## src/rtl/dtree_seq_pkg.sv

```systemverilog
// Shared types and constants for the decision-tree sample sequencer.
// Holds the sequencer state encoding, default widths and the slot-mask helper.
package dtree_seq_pkg;

    typedef enum logic [1:0] {
        ST_IDLE    = 2'd0,
        ST_COLLECT = 2'd1,
        ST_SETTLE  = 2'd2,
        ST_HOLD    = 2'd3
    } seq_state_e;

    localparam int DEF_N_FEAT = 5;
    localparam int DEF_FEAT_W = 8;
    localparam int DEF_IDX_W  = 3;
    localparam int DEF_CLS_W  = 5;

    // Mask with one bit set per feature slot; vectors wider than 32 slots are unsupported.
    function automatic logic [31:0] full_mask(input int unsigned n);
        logic [31:0] m;
        m = '0;
        for (int unsigned i = 0; i < 32; i++) begin
            if (i < n) begin
                m[i] = 1'b1;
            end
        end
        return m;
    endfunction

endpackage

```

## src/rtl/dtree_cycle_counter.sv

```systemverilog
// Loadable down-counter with a zero flag; it saturates at zero while enabled.
// Used for the settle delay and, when enabled, the partial-vector timeout.
module dtree_cycle_counter #(
    parameter int W = 8
) (
    input  logic         clk,
    input  logic         rst_n,
    input  logic         load_i,
    input  logic [W-1:0] load_val_i,
    input  logic         en_i,
    output logic         zero_o
);

    logic [W-1:0] cnt_q;
    logic [W-1:0] cnt_d;

    always_comb begin
        cnt_d = cnt_q;
        if (load_i) begin
            cnt_d = load_val_i;
        end else if (en_i && (cnt_q != '0)) begin
            cnt_d = cnt_q - 1'b1;
        end
    end

    always_ff @(posedge clk or negedge rst_n) begin
        if (!rst_n) begin
            cnt_q <= '0;
        end else begin
            cnt_q <= cnt_d;
        end
    end

    assign zero_o = (cnt_q == '0);

endmodule

```

## src/rtl/dtree_sample_sequencer.sv

```systemverilog
// Collects feature beats into a vector, holds it on the tree for a settle time, returns the class.
// Define DTREE_TIMEOUT_EN to drop partial vectors after TIMEOUT_CYC idle cycles.
module dtree_sample_sequencer
    import dtree_seq_pkg::*;
#(
    parameter int N_FEAT      = DEF_N_FEAT,
    parameter int FEAT_W      = DEF_FEAT_W,
    parameter int IDX_W       = DEF_IDX_W,
    parameter int CLS_W       = DEF_CLS_W,
    parameter int SETTLE_CYC  = 4,
    parameter int TIMEOUT_CYC = 255
) (
    input  logic                     clk,
    input  logic                     rst_n,
    input  logic                     in_valid,
    output logic                     in_ready,
    input  logic [IDX_W-1:0]         in_idx,
    input  logic [FEAT_W-1:0]        in_data,
    output logic [N_FEAT*FEAT_W-1:0] feat_vec,
    input  logic [CLS_W-1:0]         tree_class,
    output logic                     out_valid,
    input  logic                     out_ready,
    output logic [CLS_W-1:0]         out_class,
    output logic                     busy,
    output logic                     err_idx,
    output logic                     err_timeout
);

    if (SETTLE_CYC < 1 || TIMEOUT_CYC < 1 || (1 << IDX_W) < N_FEAT) begin : g_param_check
        $error("dtree_sample_sequencer: invalid parameter combination");
    end

    localparam int                SET_W      = $clog2(SETTLE_CYC + 1);
    localparam logic [31:0]       FULL32     = full_mask(N_FEAT);
    localparam logic [N_FEAT-1:0] FULL_MASK  = FULL32[N_FEAT-1:0];
    localparam logic [IDX_W:0]    N_FEAT_EXT = (IDX_W + 1)'(N_FEAT);

    seq_state_e                     state_q, state_d;
    logic [N_FEAT-1:0][FEAT_W-1:0]  feat_q, feat_d;
    logic [N_FEAT-1:0]              mask_q, mask_d;
    logic [CLS_W-1:0]               class_q, class_d;
    logic                           err_idx_q, err_idx_d;

    logic beat_acc;
    logic idx_ok;
    logic settle_load;
    logic settle_en;
    logic settle_zero;

`ifdef DTREE_TIMEOUT_EN
    localparam int TMO_W = $clog2(TIMEOUT_CYC + 1);

    logic tmo_load;
    logic tmo_en;
    logic tmo_zero;
    logic err_tmo_q, err_tmo_d;
`endif

    assign in_ready  = (state_q == ST_COLLECT);
    assign out_valid = (state_q == ST_HOLD);
    assign busy      = (state_q == ST_SETTLE) || (state_q == ST_HOLD);
    assign feat_vec  = feat_q;
    assign out_class = class_q;
    assign err_idx   = err_idx_q;

    assign beat_acc  = in_valid && in_ready;
    assign idx_ok    = ({1'b0, in_idx} < N_FEAT_EXT);
    assign settle_en = (state_q == ST_SETTLE);

    // Out-of-range beats are consumed but only raise err_idx.
    always_comb begin
        state_d     = state_q;
        feat_d      = feat_q;
        mask_d      = mask_q;
        class_d     = class_q;
        err_idx_d   = 1'b0;
        settle_load = 1'b0;
`ifdef DTREE_TIMEOUT_EN
        tmo_load    = 1'b0;
        tmo_en      = 1'b0;
        err_tmo_d   = 1'b0;
`endif
        case (state_q)
            ST_IDLE: begin
                state_d = ST_COLLECT;
            end
            ST_COLLECT: begin
                if (beat_acc) begin
                    if (idx_ok) begin
                        for (int k = 0; k < N_FEAT; k++) begin
                            if (in_idx == IDX_W'(k)) begin
                                feat_d[k] = in_data;
                                mask_d[k] = 1'b1;
                            end
                        end
                    end else begin
                        err_idx_d = 1'b1;
                    end
                    if (mask_d == FULL_MASK) begin
                        state_d     = ST_SETTLE;
                        settle_load = 1'b1;
                    end
                end
`ifdef DTREE_TIMEOUT_EN
                tmo_load = beat_acc;
                tmo_en   = !beat_acc && (mask_q != '0);
                if (!beat_acc && (mask_q != '0) && tmo_zero) begin
                    mask_d    = '0;
                    err_tmo_d = 1'b1;
                end
`endif
            end
            ST_SETTLE: begin
                if (settle_zero) begin
                    class_d = tree_class;
                    state_d = ST_HOLD;
                end
            end
            ST_HOLD: begin
                if (out_ready) begin
                    mask_d  = '0;
                    state_d = ST_COLLECT;
                end
            end
            default: begin
                state_d = ST_IDLE;
            end
        endcase
    end

    always_ff @(posedge clk or negedge rst_n) begin
        if (!rst_n) begin
            state_q   <= ST_IDLE;
            feat_q    <= '0;
            mask_q    <= '0;
            class_q   <= '0;
            err_idx_q <= 1'b0;
        end else begin
            state_q   <= state_d;
            feat_q    <= feat_d;
            mask_q    <= mask_d;
            class_q   <= class_d;
            err_idx_q <= err_idx_d;
        end
    end

    // Loaded with SETTLE_CYC-1 on the completing beat so capture lands SETTLE_CYC edges later.
    dtree_cycle_counter #(
        .W (SET_W)
    ) u_settle_cnt (
        .clk        (clk),
        .rst_n      (rst_n),
        .load_i     (settle_load),
        .load_val_i (SET_W'(SETTLE_CYC - 1)),
        .en_i       (settle_en),
        .zero_o     (settle_zero)
    );

`ifdef DTREE_TIMEOUT_EN
    dtree_cycle_counter #(
        .W (TMO_W)
    ) u_timeout_cnt (
        .clk        (clk),
        .rst_n      (rst_n),
        .load_i     (tmo_load),
        .load_val_i (TMO_W'(TIMEOUT_CYC - 1)),
        .en_i       (tmo_en),
        .zero_o     (tmo_zero)
    );

    always_ff @(posedge clk or negedge rst_n) begin
        if (!rst_n) begin
            err_tmo_q <= 1'b0;
        end else begin
            err_tmo_q <= err_tmo_d;
        end
    end

    assign err_timeout = err_tmo_q;
`else
    assign err_timeout = 1'b0;
`endif

endmodule
```

## config.mk

```make
export PLATFORM = sky130hd
export DESIGN_NAME = dtree_sample_sequencer
export DESIGN_NICKNAME = d
export VERILOG_FILES = /design/src/rtl/dtree_seq_pkg.sv /design/src/rtl/dtree_cycle_counter.sv /design/src/rtl/dtree_sample_sequencer.sv
export SDC_FILE = /design/constraint.sdc
export NUM_CORES = 1
export LEC_CHECK = 0
export BUFFER_PORTS_ARGS = -buffer_cell sky130_fd_sc_hd__buf_4
export CORE_MARGIN = 2
export CORE_UTILIZATION = 26
export DETAILED_ROUTE_END_ITERATION = 16
export HOLD_SLACK_MARGIN = 0.06
export PLACE_DENSITY = 0.58
export SLEW_MARGIN = 0
export SYNTH_ARGS = -nofsm -noshare
export SYNTH_HDL_FRONTEND = slang
export SYNTH_SLANG_ARGS = --single-unit
```

## constraint.sdc

```tcl
create_clock -name clk -period 5.35 [get_ports clk]
set_input_delay 1.07 -clock clk [delete_from_list [all_inputs] [get_ports clk]]
set_output_delay 1.07 -clock clk [all_outputs]
set_load 0.02 [all_outputs]
```

==> impl_metrics.yaml <==
power_and_ir_drop:
  p_total_mw: 1.91
  power.leakage_nw: 1.47
  power.net_switching_mw: 0.735
  ir_drop_mv: 0.269
  combinationalPowerShare_pct: 48.0
  p_sw_share_pct: 38.5
  seq_power_share_pct: 39.3
  p_per_area_nw_per_um2: 618
  p_clk_share_pct: 12.7
  power.internal_mw: 1.17
detailed_routing:
  drt-total-wl_um: 5170
  vias: 1566
  viasPerCell: 4.53
  wire_per_inst_um: 14.9
  drc: 0
  drtIter0Drc: 27
  detail-route-antenna-nets: 0
  dr.pass1.iters: 4
placement:
  hpwl_um: 3650
  dp_slack_ns: 2.71
  numPortBuffers: 68
  gp_congestion: 0.808
  place_area_um2: 3000
  place_inst: 338
sta:
  period_share_pct: 48.1
  finClkSkew_ns: 0.00826
  fin_ws_ns: 2.77
  setup_viol: 0
  hold_ws_ns: 0.512
  max-slew-margin-rel_pct: 41.9
  slew_violations: 0
  fin_crit_ns: 2.58
  tns_ns: 0
  rsz0062_at_grt: "false"
  worst_pin_slew_ns: 0.867
  max_freq_mhz: 388
  hold_viol: 0
clock_tree:
  cts_resized: 0
  cts_htree_levels: 2
  cts_sinks: 56
  postCtsSetupBuffers: 0
  cts_tree: "yes"
  hold_buffers: 0
  cts_buffers: 5
  clk_pin_slew_worst_paths_ns: 0.10
  clockBufferDepth: 2
  insertion_delay_ns: 0.31
  cts_root_buffer: "clkbuf_8"
layout:
  final_util_pct: 35.1
  regArea_um2: 1400
  final_cells: 346
  final_common_cell: "buf_4"
  final_layout_size_suffix_gt1_share_pct: 54.2
  stdcell_area_um2: 3090
  fillers: 874
  layout_common_cells: "68 x buf_4, 56 x dfrtp_1, 45 x mux2_2, 7 x inv_1, 7 x nand2_1"
  final_net_count: 263
  multi_input_area_um2: 927
  n_antenna_cell: 0
  area_growth_pct: 30.2
global_routing:
  grtUsageTotal_pct: 10.6
  grt_max_degree: 57
  grt_pass1_wl_um: 8100
  grt_pass1_vias: 1509
  antenna_found_initial: 0
  grt.overflow.total: 0
yosys:
  ys.warnings.count: 0
  synth_area_um2: 2370
  synth_edf_count: 0
  synth_area_per_cell_um2: 14.4
  synth-main-ff-cell: "dfrtp_1"
  ys_types: 35
  yosysSeqAreaShare_pct: 59.0
  synth-async-reset-ratio_pct: 100
  synth-seq-cells: 56
  synthesis.nets: 191
  synthCells: 165
die:
  die_w_um: 99.6
  design.core.area_um2: 8810
  io_pins: 70
  num_rows: 34
  die_h_um: 99.6
  start_util_pct: 27.0
  dieArea_um2: 9910
setup_path:
  crit_type: "reg -> out"
  cp.arrival_ns: 1.51
  cp-end-kind: "output port"
  r2r_slack_ns: 3.07
  cp-start-kind: "flop"
  path_max_fanout: 6
  critPathRequiredTime_ns: 4.28
worst_hold_path:
  hold_class: "reg -> reg"
flow_run:
  cap_violations: 0
outcome:
  status: "completed"
==> power by group through the flow <==
| stage | combinational [mW] | sequential [mW] | clock (mW) |
|---|---|---|---|
| 4_1_cts | 0.931 | 0.755 | 0.256 |
| 2_1_floorplan | 0.326 | 0.960 | 0 |
| 6_report | 0.918 | 0.750 | 0.242 |
| 3_3_place_gp | 0.922 | 0.755 | 0 |
| 5_1_grt | 0.977 | 0.781 | 0.274 |
| 3_5_place_dp | 0.930 | 0.762 | 0 |
==> state kept, by name (all words and copies together) (netlist names) <==
name / cells
err_idx: 1
feat_vec: 40
mask_q: 5
out_class: 5
state_q: 2
u_settle_cnt.cnt_q: 3
==> Yosys cell counts, types with 2 or more instances <==
| cell type | instances | area [um2] |
|---|---|---|
| nand2_1 | 7 | 26.3 |
| nor2_1 | 3 | 11.3 |
| nand3_1 | 2 | 10.0 |
| inv_1 | 7 | 26.3 |
| nand3b_1 | 2 | 15.0 |
| mux2i_1 | 2 | 20.0 |
| buf_4 | 2 | 15.0 |
| dfrtp_1 | 56 | 1400 |
| ha_1 | 6 | 75.1 |
| o21ai_0 | 3 | 15.0 |
| and2_1 | 2 | 12.5 |
| xnor2_1 | 2 | 17.5 |
| mux2_2 | 45 | 507 |
| o211ai_1 | 3 | 22.5 |
| a22o_1 | 3 | 26.3 |
==> critical path, cell delays in order, from the launching register on <==
cell	delay [ns]
dfrtp_1	0.43
ha_1	0.30
or2_2	0.32
buf_4	0.16
==> layout make-up <==
type	instances	share of cell area, %
clock inverters	3	0.728
clock buffers	5	2.23
repair buffers	68	16.5
flip-flops and latches	56	45.3
multi-input cells	99	30.0
inverters	7	0.850
well taps	108	4.37
==> layer usage <==
metal / global-route usage (%) / routed length [um] / up-vias
met3: 4.57 / 333 / 6
met1: 13.7 / 2360 / 779
met4: 2.21 / 91 / 0
met2: 16.6 / 2390 / 47
li1: - / - / 734
met5: 0 / 0 / -
==> logic make-up (layout without fill, tap and decap cells) <==
group,Yosys count,count (layout),share of synthesized area (%)
DFF,56,56,59.0
muxes,47,47,22.2
and+or+nand+nor,28,28,7.38
AOI/OAI and AO/OA,15,15,5.43
buffers and inverters,10,83,1.95
adders and majority gates,6,6,3.16
xor gates and xnor gates,2,2,0.738
other,1,1,0.158
==> final timing paths <==
kind,from,end,depth (start not counted)
max,state_q[0]$_DFFE_PN0P_,busy,3
min,out_class[2]$_DFFE_PN0P_,out_class[2]$_DFFE_PN0P_,1
max reg2reg,state_q[1]$_DFFE_PN0P_,feat_vec[34]$_DFFE_PN0P_,5
min reg2reg,out_class[2]$_DFFE_PN0P_,out_class[2]$_DFFE_PN0P_,1
max in group asynchronous,rst_n,feat_vec[26]$_DFFE_PN0P_,1
min in group asynchronous,rst_n,err_idx$_DFF_PN0_,1
No activity file was read; power rests on OpenSTA's default activity.
